`src/rtl/mem_req_unit.sv`:
```
// Memory stage request unit: computes the effective address, rejects misaligned ops,
// and drives a single outstanding load/store on the data bus, draining squashed ops.
package mem_req_unit_pkg;
  typedef enum logic [1:0] {
    MSIZE1 = 2'd0,
    MSIZE2 = 2'd1,
    MSIZE4 = 2'd2
  } msize_t;
endpackage

module mem_req_unit
  import mem_req_unit_pkg::*;
(
  input  logic                 clk,
  input  logic                 resetn,
  input  logic                 en,
  input  logic                 mem_read,
  input  logic                 mem_write,
  input  msize_t               msize,
  input  logic [31:0]          base,
  input  logic [31:0]          offset,
  input  logic [31:0]          wdata,
  input  logic                 flush,
  mem_req_unit_if.master       dbus,
  output logic                 mem_halt,
  output logic                 done,
  output logic [31:0]          rdata,
  output logic                 addr_error
);

  typedef enum logic [1:0] {IDLE, REQ, WAIT, DRAIN} state_t;

  state_t      state_q, state_d;
  logic [31:0] addr_q, addr_d;
  msize_t      size_q, size_d;
  logic [3:0]  strobe_q, strobe_d;
  logic [31:0] data_q, data_d;
  logic        flushed_q, flushed_d;

  logic [31:0] eff_addr;
  logic        misaligned;
  logic [3:0]  strobe_n;
  logic [31:0] data_n;
  logic        accept;
  logic        kill;

  always_comb begin
    eff_addr   = base + offset;
    misaligned = 1'b0;
    strobe_n   = 4'b1111;
    data_n     = wdata;
    case (msize)
      MSIZE1: begin
        strobe_n = 4'b0001 << eff_addr[1:0];
        data_n   = {4{wdata[7:0]}};
      end
      MSIZE2: begin
        misaligned = eff_addr[0];
        strobe_n   = eff_addr[1] ? 4'b1100 : 4'b0011;
        data_n     = {2{wdata[15:0]}};
      end
      default: misaligned = |eff_addr[1:0];
    endcase
    if (!mem_write) strobe_n = '0;
  end

  assign accept     = en & (mem_read | mem_write) & (state_q == IDLE) & ~flush & ~misaligned;
  assign addr_error = en & (mem_read | mem_write) & (state_q == IDLE) & ~flush & misaligned;
  // A flush seen while the address phase is still pending must survive until addr_ok.
  assign kill       = flush | flushed_q;

  always_comb begin
    state_d   = state_q;
    addr_d    = addr_q;
    size_d    = size_q;
    strobe_d  = strobe_q;
    data_d    = data_q;
    flushed_d = flushed_q;
    done      = 1'b0;
    case (state_q)
      IDLE: begin
        if (accept) begin
          state_d   = REQ;
          addr_d    = eff_addr;
          size_d    = msize;
          strobe_d  = strobe_n;
          data_d    = data_n;
          flushed_d = 1'b0;
        end
      end
      REQ: begin
        if (flush) flushed_d = 1'b1;
        if (dbus.dresp.addr_ok) begin
          flushed_d = 1'b0;
          if (dbus.dresp.data_ok) begin
            done    = ~kill;
            state_d = IDLE;
          end else begin
            state_d = kill ? DRAIN : WAIT;
          end
        end
      end
      WAIT: begin
        if (dbus.dresp.data_ok) begin
          done    = ~flush;
          state_d = IDLE;
        end else if (flush) begin
          state_d = DRAIN;
        end
      end
      DRAIN: begin
        if (dbus.dresp.data_ok) state_d = IDLE;
      end
      default: state_d = IDLE;
    endcase
  end

  always_ff @(posedge clk or negedge resetn) begin
    if (!resetn) begin
      state_q   <= IDLE;
      addr_q    <= '0;
      size_q    <= MSIZE1;
      strobe_q  <= '0;
      data_q    <= '0;
      flushed_q <= 1'b0;
    end else begin
      state_q   <= state_d;
      addr_q    <= addr_d;
      size_q    <= size_d;
      strobe_q  <= strobe_d;
      data_q    <= data_d;
      flushed_q <= flushed_d;
    end
  end

  assign dbus.dreq.valid  = (state_q == REQ);
  assign dbus.dreq.addr   = addr_q;
  assign dbus.dreq.size   = size_q;
  assign dbus.dreq.strobe = strobe_q;
  assign dbus.dreq.data   = data_q;

  assign rdata    = done ? dbus.dresp.data : '0;
  assign mem_halt = accept | (((state_q == REQ) | (state_q == WAIT)) & ~done) | (state_q == DRAIN);

endmodule

```
`src/rtl/mem_req_unit_if.sv`:
```
// Data-bus handshake between the memory request unit (master) and the data cache/bus (slave).
// One request in flight at a time; addr_ok accepts the address phase, data_ok completes the op.
interface mem_req_unit_if;

  typedef struct packed {
    logic        valid;
    logic [31:0] addr;
    logic [1:0]  size;
    logic [3:0]  strobe;
    logic [31:0] data;
  } dbus_req_t;

  typedef struct packed {
    logic        addr_ok;
    logic        data_ok;
    logic [31:0] data;
  } dbus_resp_t;

  dbus_req_t  dreq;
  dbus_resp_t dresp;

  modport master (output dreq, input dresp);
  modport slave  (input dreq, output dresp);

endinterface

```
`src/flat_wrapper.sv`:
```
// flat-port wrapper written by rule: the top's interface ports become plain ports
module mem_req_unit_flat import mem_req_unit_pkg::*;
  (clk, resetn, en, mem_read, mem_write, msize, base, offset, wdata, flush, mem_halt, done, rdata, addr_error, dbus_dreq, dbus_dresp);
  mem_req_unit_if dbus_i ();
  input  logic clk;
  input  logic resetn;
  input  logic en;
  input  logic mem_read;
  input  logic mem_write;
  input  msize_t msize;
  input  logic [31:0] base;
  input  logic [31:0] offset;
  input  logic [31:0] wdata;
  input  logic flush;
  output logic mem_halt;
  output logic done;
  output logic [31:0] rdata;
  output logic addr_error;
  output wire logic [$bits(dbus_i.dreq)-1:0] dbus_dreq;
  input wire logic [$bits(dbus_i.dresp)-1:0] dbus_dresp;
  assign dbus_dreq = dbus_i.dreq;
  assign dbus_i.dresp = dbus_dresp;
  mem_req_unit u_core (.clk(clk), .resetn(resetn), .en(en), .mem_read(mem_read), .mem_write(mem_write), .msize(msize), .base(base), .offset(offset), .wdata(wdata), .flush(flush), .dbus(dbus_i), .mem_halt(mem_halt), .done(done), .rdata(rdata), .addr_error(addr_error));
endmodule
```
`config.mk`:
```
export PLATFORM = sky130hd
export DESIGN_NAME = mem_req_unit_flat
export DESIGN_NICKNAME = d
export VERILOG_FILES = /design/src/rtl/mem_req_unit.sv /design/src/rtl/mem_req_unit_if.sv /design/src/flat_wrapper.sv
export SDC_FILE = /design/constraint.sdc
export NUM_CORES = 1
export LEC_CHECK = 0
export BUFFER_PORTS_ARGS = -buffer_cell sky130_fd_sc_hd__buf_2
export CORE_MARGIN = 3
export CORE_UTILIZATION = 40
export CTS_CLUSTER_DIAMETER = 150
export DETAILED_ROUTE_END_ITERATION = 10
export MAX_ROUTING_LAYER = met4
export PLACE_DENSITY = 0.67
export SLEW_MARGIN = 30
export SYNTH_ARGS = -nofsm -noshare
export SYNTH_HDL_FRONTEND = slang
export SYNTH_SLANG_ARGS = --single-unit
```
`constraint.sdc`:
```
create_clock -name clk -period 3.2 [get_ports clk]
set_clock_uncertainty 0.1 [all_clocks]
set_input_delay 0.48 -clock clk [delete_from_list [all_inputs] [get_ports clk]]
set_output_delay 0.48 -clock clk [all_outputs]
set_load 0.03 [all_outputs]
```
=== Yosys cells after proc, flatten, opt, wreduce, memory -nomap -nowiden ===
Index checks and enable logic that the tools add are counted.
Widths: inputs -> output; s select.

* Memories kept: 0
* Input port bits: 138
* Memory bits (read-only): 0
* Bits in latches: 0
* Register bits after elaboration: 73
* Memory bits (writable): 0

* Divide/modulo/power cells: 0
* Bitwise logic cells: 15
* Reductions and logical operators: 7
* Multiply operators: 0
* Add/subtract/negate cells: 1
* Muxes and demuxes: 22
* Shift-type cells: 1
* Equal/unequal tests: 9
* Magnitude comparators: 0

{| class="wikitable"
|+ Operators with widths
! cell !! count
|-
| $pmux 32 s2 || 1
|-
| $add 32x32->32 || 1
|-
| $mux 32 || 1
|-
| $mux 2 || 6
|-
| $mux 4 || 2
|-
| $pmux 2 s4 || 1
|-
| $pmux 4 s2 || 1
|-
| $mux 1 || 7
|-
| $and 1x1->1 || 6
|-
| $pmux 1 s2 || 3
|-
| $or 1x1->1 || 5
|-
| $eq 2x1->1 const B || 2
|-
| $eq 2x2->1 const B || 2
|-
| $logic_not 2->1 || 2
|-
| $ne 2x1->1 const B || 2
|-
| $not 1->1 || 4
|-
| $reduce_and 4->1 || 1
|-
| $shl 1x2->4 const A || 1
|-
| $ne 3x2->1 const B || 1
|-
| $ne 3x3->1 const B || 1
|-
| $reduce_and 3->1 || 1
|-
| $ne 2x2->1 const B || 1
|-
| $reduce_and 2->1 || 1
|-
| $reduce_bool 2->1 || 1
|-
| $reduce_or 2->1 || 1
|}

=== Longest topological paths before layout ===
Gate-level depths: netlist of the first run.

* Depth after elaboration: 9
* Depth in mapped cells: 10
* Gate-level depth less buffers: 10

=== Worst setup path before layout of the first run ===
Ideal clock, no wire load.

* Kind: input-to-output
* Start: input offset[0]
* End: output mem_halt
* Arrival: 2234 ps
* Data required time: 2620 ps
* Cell stages on the path: 7
* Buffers on the path: 0
* Setup slack: 386 ps
* Cells stage by stage: ha_1 > inv_1 > fa_1 > nor2b_1 > nor2_1 > nor4_2 > a211o_1

* Cells in the longest elaborated chain, start to end: 7

{| class="wikitable"
|+ RTL lines
! item !! RTL line !! source
|-
| start, declared || flat_wrapper.sv:12 || <nowiki>input logic [31:0] offset;</nowiki>
|-
| $add 32x32->32 * || mem_req_unit.sv:48 || <nowiki>eff_addr = base + offset;</nowiki>
|-
| $reduce_or 2->1 || mem_req_unit.sv:62 || <nowiki>default: misaligned = |eff_addr[1:0];</nowiki>
|-
| $pmux 1 s2 * || mem_req_unit.sv:52 || <nowiki>case (msize)</nowiki>
|-
| $not 1->1 * || mem_req_unit.sv:67 || <nowiki>assign accept = en & (mem_read | mem_write) & (state_q == IDLE) & ~flush & ~misaligned;</nowiki>
|-
| $and 1x1->1 * || mem_req_unit.sv:67 ||
|-
| $or 1x1->1 * (2 in series) || mem_req_unit.sv:143 || <nowiki>assign mem_halt = accept | (((state_q == REQ) | (state_q == WAIT)) & ~done) | (state_q == DRAIN);</nowiki>
|-
| end, declared || flat_wrapper.sv:15 || <nowiki>output logic mem_halt;</nowiki>
|}

Mark *: on every way between the ends. The rest lies on a longest branch, timed or not.

=== Worst setup path in the final report of the first run ===
Ends and elaborated chain as after synthesis.

==> impl_metrics.env, run 1 <==
export IMPL_design_area_mm2=0.006973
export IMPL_layout_area_seq_mm2=0.001827
export IMPL_final_fill_count=1239
export IMPL_pin_count_of_the_biggest_net_entering_global_routing=74
export IMPL_setup_total_negative_slack_ns=0
export IMPL_report_power_total_mw=5.262
export IMPL_yosys_most_used_dff="sky130_fd_sc_hd__dfrtp_1"
export IMPL_clk_root_buffer_cell="sky130_fd_sc_hd__clkbuf_16"
export IMPL_min_period_over_period=0.8934
export IMPL_placeableCoreArea_mm2=0.01272
export IMPL_timing_final_setup_violations=0
export IMPL_flow_area_growth_from_synthesis_pct=33.13
export IMPL_postPlaceCellArea_mm2=0.006649
export IMPL_detailedRoute_firstPassIterationCount=6
export IMPL_cts_sinks=73
export IMPL_layout_min_cycle_time_ns=2.859
export IMPL_drt_iter0_markers=327
export IMPL_count_of_pins_over_their_slew_limit=0
export IMPL_cts_reportedPaths_clkPinSlew_ns=0.06
export IMPL_initial_core_util=0.4117
export IMPL_groute_usage_overall=0.2158
export IMPL_ir_worst_vdd_mv=0.2624
export IMPL_detail_route_antenna_nets=0
export IMPL_grt_pass1_vias=4945
export IMPL_multi_input_comb_area_mm2=0.003224
export IMPL_number_of_flops_mapped_to_enable_cells_by_yosys=0
export IMPL_rsz0062_at_grt="no"
export IMPL_grt_overflow=0
export IMPL_run_status="complete, no violations"
export IMPL_gp_congestion=0.9051
export IMPL_synthCells=635
export IMPL_p_leak_nw=3.685
export IMPL_post_route_drc_count=0
export IMPL_insertion_delay_ns=0.33
export IMPL_worst_hold_path_type="in -> async"
export IMPL_synth_cell_type_count=53
export IMPL_cts_setup_buffers=0
export IMPL_floorplan_die_height_um=120.4
export IMPL_ctsResizeCount=0
export IMPL_worstSetupPathType="in -> out"
export IMPL_drt_total_wl_um=15620
export IMPL_antenna_diode_count=0
export IMPL_dieWidth_um=120.4
export IMPL_rows=41
export IMPL_synth_area_mm2=0.005238
export IMPL_route_detailed_wl_per_inst_um=14.99
export IMPL_initial_antenna_violation_count=0
export IMPL_postSynth_asyncResetShare=1.000
export IMPL_cp_end_kind="output pin"
export IMPL_hold_viol=0
export IMPL_port_buffers=243
export IMPL_ys_warn_count=0
export IMPL_routed_via_density=5.039
export IMPL_cp_required_ns=2.62
export IMPL_mostFrequentLayoutCell="sky130_fd_sc_hd__buf_2"
export IMPL_timing_slew_headroom=0.4854
export IMPL_max_cap_viol_count=0
export IMPL_design_die_area_mm2=0.01450
export IMPL_pwr_dens_mw_per_mm2=754.7
export IMPL_ioPinCount=244
export IMPL_grt_pass1_wl_um=24820
export IMPL_synthesized_flop_and_latch_total=73
export IMPL_count_of_hold_fix_buffers_inserted_at_cts=0
export IMPL_htreeDepth=3
export IMPL_numCtsBuffers=9
export IMPL_timing_worst_slew_pin_value_ns=0.7690
export IMPL_critPathLaunchType="input pin"
export IMPL_fraction_of_final_layout_cells_sized_beyond_drive_strength_1=0.3230
export IMPL_max_clock_freq_mhz=349.8
export IMPL_synth_fp_nets=810
export IMPL_postSynthAreaPerCell_um2=8.248
export IMPL_crit_fanout=3
export IMPL_hold_ws_ns=0.07087
export IMPL_crit_arrival_ns=2.28
export IMPL_yosysSeqAreaShare=0.3488
export IMPL_post_detail_place_hpwl_um=12350
export IMPL_number_of_nets_in_the_layout=1040
export IMPL_vias=5251
export IMPL_cts_max_path_buffers=2
export IMPL_layout_common_cells="sky130_fd_sc_hd__buf_2 (242), sky130_fd_sc_hd__nand2_1 (116), sky130_fd_sc_hd__dfrtp_1 (73)"
export IMPL_tritoncts="yes"
stage by stage:
step	cells	utilization	setup slack, ns
after floorplan	635	-	0.3858
after global placement	1026	0.5226	0.2442
after detailed placement	1026	0.5226	0.2491
after CTS	1042	0.5478	0.2963
after global routing	1042	0.5481	0.1791
final	1042	0.5481	0.3410
path summary, 6_finish.rpt:
check                                  start                  to  slack (ns)  cells past startpoint
max                                offset[0]            mem_halt        0.34                      9
min                                   resetn   u_core.data_q[16]        0.07                      1
max reg2reg                u_core.state_q[0]   u_core.addr_q[27]        0.74                      7
min reg2reg                 u_core.size_q[0]    u_core.size_q[0]        0.37                      2
max in group asynchronous             resetn  u_core.strobe_q[0]        2.47                      1
min in group clk                    wdata[3]    u_core.data_q[3]        0.31                      3
power by group:
part	switching (mW)	internal, mW	total (mW)	leakage, nW
Combinational	1.77	0.795	2.57	2.62
Clock	0.401	0.685	1.09	0.145
Sequential	0.252	1.36	1.61	0.917
cells in the mapped netlist (2+ instances only):
| cell | count | area, µm² |
|---|---|---|
| sky130_fd_sc_hd__o21ai_1 | 13 | 65.06 |
| sky130_fd_sc_hd__a211oi_1 | 3 | 22.52 |
| sky130_fd_sc_hd__a211o_1 | 2 | 17.52 |
| sky130_fd_sc_hd__o2111ai_1 | 3 | 26.28 |
| sky130_fd_sc_hd__o31ai_1 | 3 | 22.52 |
| sky130_fd_sc_hd__buf_2 | 3 | 15.01 |
| sky130_fd_sc_hd__mux2i_1 | 25 | 250.2 |
| sky130_fd_sc_hd__o21a_1 | 7 | 52.55 |
| sky130_fd_sc_hd__and3_1 | 2 | 12.51 |
| sky130_fd_sc_hd__a31oi_1 | 2 | 12.51 |
| sky130_fd_sc_hd__xnor2_1 | 14 | 122.6 |
| sky130_fd_sc_hd__o21ba_2 | 2 | 20.02 |
| sky130_fd_sc_hd__nor3_1 | 7 | 35.03 |
| sky130_fd_sc_hd__xor2_1 | 13 | 113.9 |
| sky130_fd_sc_hd__nand3_1 | 14 | 70.07 |
| sky130_fd_sc_hd__inv_1 | 15 | 56.30 |
| sky130_fd_sc_hd__nand2_1 | 116 | 435.4 |
| sky130_fd_sc_hd__nand4_1 | 10 | 62.56 |
| sky130_fd_sc_hd__and2_1 | 33 | 206.5 |
| sky130_fd_sc_hd__o21ai_0 | 65 | 325.3 |
| sky130_fd_sc_hd__o211ai_1 | 7 | 52.55 |
| sky130_fd_sc_hd__or3_1 | 2 | 12.51 |
| sky130_fd_sc_hd__dfrtp_1 | 73 | 1827 |
| sky130_fd_sc_hd__nand2b_1 | 8 | 50.05 |
| sky130_fd_sc_hd__ha_1 | 36 | 450.4 |
| sky130_fd_sc_hd__mux2_1 | 3 | 33.78 |
| sky130_fd_sc_hd__o22ai_1 | 2 | 12.51 |
| sky130_fd_sc_hd__or4_1 | 2 | 15.01 |
| sky130_fd_sc_hd__nor2b_1 | 6 | 37.54 |
| sky130_fd_sc_hd__buf_1 | 4 | 15.01 |
| sky130_fd_sc_hd__nor2_1 | 35 | 131.4 |
| sky130_fd_sc_hd__buf_6 | 2 | 22.52 |
| sky130_fd_sc_hd__clkbuf_1 | 26 | 97.59 |
| sky130_fd_sc_hd__a21o_1 | 9 | 67.56 |
| sky130_fd_sc_hd__o21bai_1 | 5 | 37.54 |
| sky130_fd_sc_hd__a21oi_1 | 46 | 230.2 |
sequential cells by signal, indices dropped and copies added (netlist names):
name and cells:
u_core.flushed_q 1, u_core.data_q 32, u_core.addr_q 32, u_core.state_q 2, u_core.strobe_q 4, u_core.size_q 2
cell type report:
cell class	count	area share
clock buffer	10	0.03284
clock inverter	6	0.01310
inverter	15	0.008075
multi-input combinational	512	0.4624
sequential	73	0.2620
tap	172	0.03086
timing repair buffer	254	0.1907
routing by layer:
layer,up-vias,wire length [µm],part of all wire,track usage
met5,-,0,0,-
met4,0,269,0.017,0.06870
met3,21,1010,0.065,0.02713
met2,185,7421,0.47,0.3409
met1,2374,6922,0.44,0.2908
li1,2671,-,-,-
logic make-up after synthesis:
| logic type | after synthesis | share of synthesized area |
|---|---|---|
| AOI/OAI and AO/OA | 177 | 0.2043 |
| adders and majority gates | 37 | 0.08982 |
| DFF | 73 | 0.3488 |
| xor gates and xnor gates | 27 | 0.04515 |
| muxes | 28 | 0.05423 |
| and+or+nand+nor | 243 | 0.2183 |
| buffers and inverters | 50 | 0.03941 |
critical path, stage by stage:
cell and delay [ns]:
sky130_fd_sc_hd__buf_2 0.08, sky130_fd_sc_hd__ha_1 0.15, sky130_fd_sc_hd__inv_1 0.05, sky130_fd_sc_hd__fa_1 0.54, sky130_fd_sc_hd__nor2b_1 0.32, sky130_fd_sc_hd__nor2_1 0.14
sky130_fd_sc_hd__nor4_4 0.19, sky130_fd_sc_hd__a211o_1 0.14, sky130_fd_sc_hd__buf_2 0.19
(Power assumes the default switching activity.)
==> run 2, diff against run 1 <==
CORE_MARGIN = 4   (was 3)
==> run 2 against run 1 <==
Combinational power about the same. Cell area is essentially flat. Sequential share of layout area hardly changed. Utilization is essentially flat. Critical endpoint unchanged. Largest power group unchanged.
==> impl_metrics.env, run 2 (synthesis gave the netlist of run 1 again) <==
export IMPL_cts_sinks=73
export IMPL_insertion_delay_ns=0.33
export IMPL_grt_pass1_vias=4850
export IMPL_cts_setup_buffers=0
export IMPL_ioPinCount=244
export IMPL_cts_reportedPaths_clkPinSlew_ns=0.06
export IMPL_count_of_pins_over_their_slew_limit=0
export IMPL_number_of_nets_in_the_layout=1039
export IMPL_design_die_area_mm2=0.01499
export IMPL_post_detail_place_hpwl_um=12780
export IMPL_cts_max_path_buffers=2
export IMPL_crit_top_cell="sky130_fd_sc_hd__buf_2"
export IMPL_routed_via_density=5.065
export IMPL_fraction_of_final_layout_cells_sized_beyond_drive_strength_1=0.3234
export IMPL_groute_usage_overall=0.2121
export IMPL_cp_slowest_cell="sky130_fd_sc_hd__fa_1"
export IMPL_p_leak_nw=3.693
export IMPL_route_detailed_wl_per_inst_um=15.39
export IMPL_drt_iter0_markers=402
export IMPL_timing_slew_headroom=0.5492
export IMPL_ctsResizeCount=0
export IMPL_dp_cells=1025
export IMPL_layout_area_seq_mm2=0.001827
export IMPL_grt_pass1_wl_um=24680
export IMPL_initial_antenna_violation_count=0
export IMPL_initial_core_util=0.4117
export IMPL_clk_root_buffer_cell="sky130_fd_sc_hd__clkbuf_16"
export IMPL_worstSetupPathType="in -> out"
export IMPL_numCtsBuffers=9
export IMPL_cp_top_family="adder cells"
export IMPL_pwr_dens_mw_per_mm2=757.8
export IMPL_worst_hold_path_type="in -> async"
export IMPL_cp_end_kind="output pin"
export IMPL_cp_required_ns=2.62
export IMPL_min_period_over_period=0.9014
export IMPL_dieWidth_um=122.4
export IMPL_run_status="complete, no violations"
export IMPL_post_route_drc_count=0
export IMPL_port_buffers=243
export IMPL_ir_worst_vdd_mv=0.2704
export IMPL_crit_arrival_ns=2.30
export IMPL_multi_input_comb_area_mm2=0.003224
export IMPL_detail_route_antenna_nets=0
export IMPL_final_instance_count_excl_fill=1041
export IMPL_flow_area_growth_from_synthesis_pct=33.16
export IMPL_timing_final_setup_violations=0
export IMPL_biggestRegsByFlops="u_core.addr_q (32), u_core.data_q (32), u_core.strobe_q (4)"
export IMPL_tritoncts="yes"
export IMPL_drt_total_wl_um=16030
export IMPL_crit_fanout=3
export IMPL_count_of_hold_fix_buffers_inserted_at_cts=0
export IMPL_max_cap_viol_count=0
export IMPL_layout_common_cells="sky130_fd_sc_hd__buf_2 (242), sky130_fd_sc_hd__nand2_1 (116), sky130_fd_sc_hd__dfrtp_1 (73)"
export IMPL_rows=41
export IMPL_antenna_diode_count=0
export IMPL_vias=5273
export IMPL_hold_viol=0
export IMPL_pin_count_of_the_biggest_net_entering_global_routing=74
export IMPL_htreeDepth=3
export IMPL_largest_incremental_delay_on_the_critical_path_ns=0.54
export IMPL_final_fill_count=1255
export IMPL_max_clock_freq_mhz=346.7
export IMPL_critical_path_n_buffers_inverters=3
export IMPL_gp_congestion=0.8961
export IMPL_layout_min_cycle_time_ns=2.885
export IMPL_floorplan_die_height_um=122.4
export IMPL_setup_total_negative_slack_ns=0
export IMPL_mostFrequentLayoutCell="sky130_fd_sc_hd__buf_2"
export IMPL_path_cells="buf_2, ha_1, inv_1, fa_1, nor2b_1, nor2_1, nor4_4, a211o_1, buf_2"
export IMPL_critPathLaunchType="input pin"
export IMPL_placeableCoreArea_mm2=0.01272
export IMPL_timing_worst_slew_pin_value_ns=0.6761
export IMPL_grt_overflow=0
export IMPL_rsz0062_at_grt="no"
export IMPL_detailedRoute_firstPassIterationCount=5
==> run 2: layout make-up <==
class                      instances  area share
sequential                        73      0.2619
timing repair buffer             253      0.1896
inverter                          15    0.008073
multi-input combinational        512      0.4623
clock inverter                     6     0.01292
clock buffer                      10     0.03427
tap                              172     0.03086
==> run 2: where the power goes <==
group	switching, mW	internal (mW)	total (mW)	leakage [nW]
registers	0.246	1.36	1.60	0.917
logic	1.78	0.793	2.58	2.62
clock network	0.400	0.707	1.11	0.159
==> run 2: layer usage <==
metal / track usage / vias up / wire (µm)
met5: - / - / 0
met4: 0.06088 / 0 / 233
met3: 0.02074 / 14 / 1066
met2: 0.3377 / 193 / 7545
met1: 0.2890 / 2388 / 7179
li1: - / 2678 / -
==> run 2: worst paths after layout <==
check / from / to / slack, ns / depth (start not counted)
hold reg to reg: u_core.strobe_q[2] / u_core.strobe_q[2] / 0.37 / 2
hold / removal: resetn / u_core.data_q[14] / 0.08 / 1
setup reg to reg: u_core.state_q[0] / u_core.addr_q[27] / 0.80 / 7
max in group asynchronous: resetn / u_core.addr_q[28] / 2.46 / 1
min in group clk: wdata[3] / u_core.data_q[3] / 0.31 / 3
setup / recovery: offset[0] / mem_halt / 0.32 / 9
==> run 2: worst reg2reg max path: cells and delay by family, from the launching register on <==
family / cells / cell delay [ns]
flip-flops: 1 / 0.41
buffers and inverters: 1 / 0.13
adder cells (fa/ha/maj): 1 / 0.22
AO/OA/AOI/OAI: 1 / 0.30
AND/OR/NAND/NOR: 4 / 1.17
==> run 2: per-stage QoR <==
stage               power, mW  hold slack [ns]  instance area (µm²)  setup WS [ns]    util
global route            5.638           0.1411                 6974         0.1012  0.5482
detailed placement      4.214           0.3562                 6641         0.2518  0.5220
finish                  5.285          0.07836                 6974         0.3154  0.5482
floorplan               3.331          0.08441                 5238         0.3858       -
global placement        4.182           0.3491                 6641         0.2960  0.5220
CTS                     5.339           0.2443                 6970         0.2755  0.5479
==> run 3, diff against run 2 <==
BUFFER_PORTS_ARGS = unset   (was -buffer_cell sky130_fd_sc_hd__buf_2)
CORE_UTILIZATION = 35   (was 40)
DONT_BUFFER_PORTS = 1   (was unset)
PLACE_DENSITY = 0.46   (was 0.67)
REMOVE_ABC_BUFFERS = 1   (was unset)
==> run 3 against run 2 <==
Register-to-register slack worse by 0.27 ns. Fmax up 4.9%. Utilization down 15 points. Non-clock buffer count down 238. Critical path type unchanged. Via count down 15%. Power down 9.0%.
==> impl_metrics.env, run 3 (synthesis gave the netlist of run 1 again) <==
export IMPL_groute_usage_overall=0.1825
export IMPL_count_of_pins_over_their_slew_limit=0
export IMPL_layout_common_cells="sky130_fd_sc_hd__nand2_1 (116), sky130_fd_sc_hd__dfrtp_1 (73), sky130_fd_sc_hd__o21ai_0 (65)"
export IMPL_ir_worst_vdd_mv=0.3049
export IMPL_cell_internal_pwr_mw=2.476
export IMPL_final_fill_count=1476
export IMPL_routed_via_density=5.512
export IMPL_cts_reportedPaths_clkPinSlew_ns=0.06
export IMPL_drt_iter0_markers=234
export IMPL_layout_min_cycle_time_ns=2.749
export IMPL_mostFrequentLayoutCell="sky130_fd_sc_hd__nand2_1"
export IMPL_min_period_over_period=0.8590
export IMPL_detail_route_antenna_nets=0
export IMPL_drt_total_wl_um=15490
export IMPL_clk_root_buffer_cell="sky130_fd_sc_hd__clkbuf_16"
export IMPL_biggestRegsByFlops="u_core.addr_q (32), u_core.data_q (32), u_core.strobe_q (4)"
export IMPL_clockPowerShare=0.234
export IMPL_hold_viol=0
export IMPL_timing_final_setup_violations=0
export IMPL_cts_setup_buffers=0
export IMPL_max_clock_freq_mhz=363.8
export IMPL_dp_cells=797
export IMPL_number_of_nets_in_the_layout=801
export IMPL_p_leak_nw=2.652
export IMPL_dieWidth_um=130.3
export IMPL_route_detailed_wl_per_inst_um=19.00
export IMPL_flow_area_growth_from_synthesis_pct=11.01
export IMPL_hold_ws_ns=0.1400
export IMPL_rows=44
export IMPL_grt_pass1_wl_um=23670
export IMPL_grt_pass1_vias=4496
export IMPL_port_buffers=0
export IMPL_comb_power_share=0.234
export IMPL_sw_frac_of_total=0.4850
export IMPL_ioPinCount=244
export IMPL_numCtsBuffers=9
export IMPL_critPathLaunchType="input pin"
export IMPL_vias=4492
export IMPL_floorplan_die_height_um=130.3
export IMPL_grt_overflow=0
export IMPL_timing_worst_slew_pin_value_ns=0.9429
export IMPL_initial_antenna_violation_count=0
export IMPL_post_detail_place_hpwl_um=11810
export IMPL_cp_end_kind="output pin"
export IMPL_placeableCoreArea_mm2=0.01459
export IMPL_report_power_total_mw=4.809
export IMPL_htreeDepth=3
export IMPL_cts_max_path_buffers=2
export IMPL_design_die_area_mm2=0.01699
export IMPL_tritoncts="yes"
export IMPL_final_instance_count_excl_fill=815
export IMPL_detailedRoute_firstPassIterationCount=6
export IMPL_fraction_of_final_layout_cells_sized_beyond_drive_strength_1=0.06815
export IMPL_crit_arrival_ns=2.17
export IMPL_run_status="complete, no violations"
export IMPL_timing_slew_headroom=0.3690
export IMPL_pwr_dens_mw_per_mm2=827.0
export IMPL_power_net_switching_mw=2.332
export IMPL_cp_required_ns=2.62
export IMPL_sequential_share_of_power=0.532
export IMPL_pin_count_of_the_biggest_net_entering_global_routing=74
export IMPL_post_route_drc_count=0
export IMPL_max_cap_viol_count=0
export IMPL_antenna_diode_count=0
export IMPL_cts_sinks=73
export IMPL_rsz0062_at_grt="no"
export IMPL_worst_hold_path_type="in -> reg"
export IMPL_worstSetupPathType="in -> out"
export IMPL_insertion_delay_ns=0.34
export IMPL_finalCoreUtilization=0.3985
export IMPL_crit_fanout=5
export IMPL_gp_congestion=0.8679
export IMPL_initial_core_util=0.3590
export IMPL_multi_input_comb_area_mm2=0.003227
export IMPL_layout_area_seq_mm2=0.001827
[run 3: cell types whose count changed in the layout (fill, tap and decap cells not counted), sizes merged]
cell,previous run,this run
clkinvlp,1,2
clkinv,2,1
dlygate4sd3,0,1
buf,253,14
clkbuf,10,9
inv,16,17
[run 3: power by group through the flow]
stage	registers [mW]	logic [mW]	clock network, mW
4_1_cts	2.58	1.14	1.16
2_1_floorplan	2.44	0.882	0
3_5_place_dp	2.59	1.11	0
5_1_grt	2.63	1.30	1.21
3_3_place_gp	2.60	1.08	0
6_report	2.56	1.13	1.12
[run 3: critical path: stages]
cell                      delay (ns)
sky130_fd_sc_hd__ha_1           0.15
sky130_fd_sc_hd__inv_1          0.06
sky130_fd_sc_hd__fa_1           0.55
sky130_fd_sc_hd__nor2b_1        0.32
sky130_fd_sc_hd__nor2_1         0.14
sky130_fd_sc_hd__nor4_4         0.16
sky130_fd_sc_hd__a211o_1        0.31
[run 3: cell type report]
| cell class | count | area share |
|---|---|---|
| multi-input combinational | 512 | 0.5550 |
| sequential | 73 | 0.3142 |
| tap | 184 | 0.03960 |
| clock buffer | 9 | 0.03873 |
| timing repair buffer | 15 | 0.02539 |
| clock inverter | 7 | 0.01743 |
| inverter | 15 | 0.009684 |
[run 3: worst paths after layout]
path                                        start           endpoint  slack [ns]  cells past startpoint
max in group asynchronous                  resetn  u_core.addr_q[16]        2.07                      2
worst max register to register  u_core.state_q[0]  u_core.addr_q[24]        0.53                      9
worst min-delay path                     wdata[1]   u_core.data_q[1]        0.14                      2
min in group asynchronous                  resetn   u_core.data_q[8]        0.62                      2
worst max-delay path                    offset[0]           mem_halt        0.45                      7
worst min register to register   u_core.flushed_q   u_core.flushed_q        0.51                      2
[run 3: routing by layer]
metal	part of all wire	vias to the layer above	GRT usage
met5	0	-	-
met4	0.014	0	0.06110
met3	0.088	17	0.05649
met2	0.46	166	0.2788
met1	0.44	2108	0.2306
li1	-	2201	-
[run 3: repair_timing]
action                     4_1_cts  5_1_grt
setup endpoints to repair        0        0
gates resized for setup          0        0
hold endpoints to repair        73        0
hold buffers                     2        0
[run 3: stage by stage]
stage               setup TNS [ns]  cell area (µm²)  setup WS, ns
floorplan                  -199.54             5087        -3.126
global placement                 0             5450        0.2702
detailed placement               0             5450        0.2219
CTS                              0             5814        0.4300
global route                     0             5814        0.3435
finish                           0             5814        0.4512
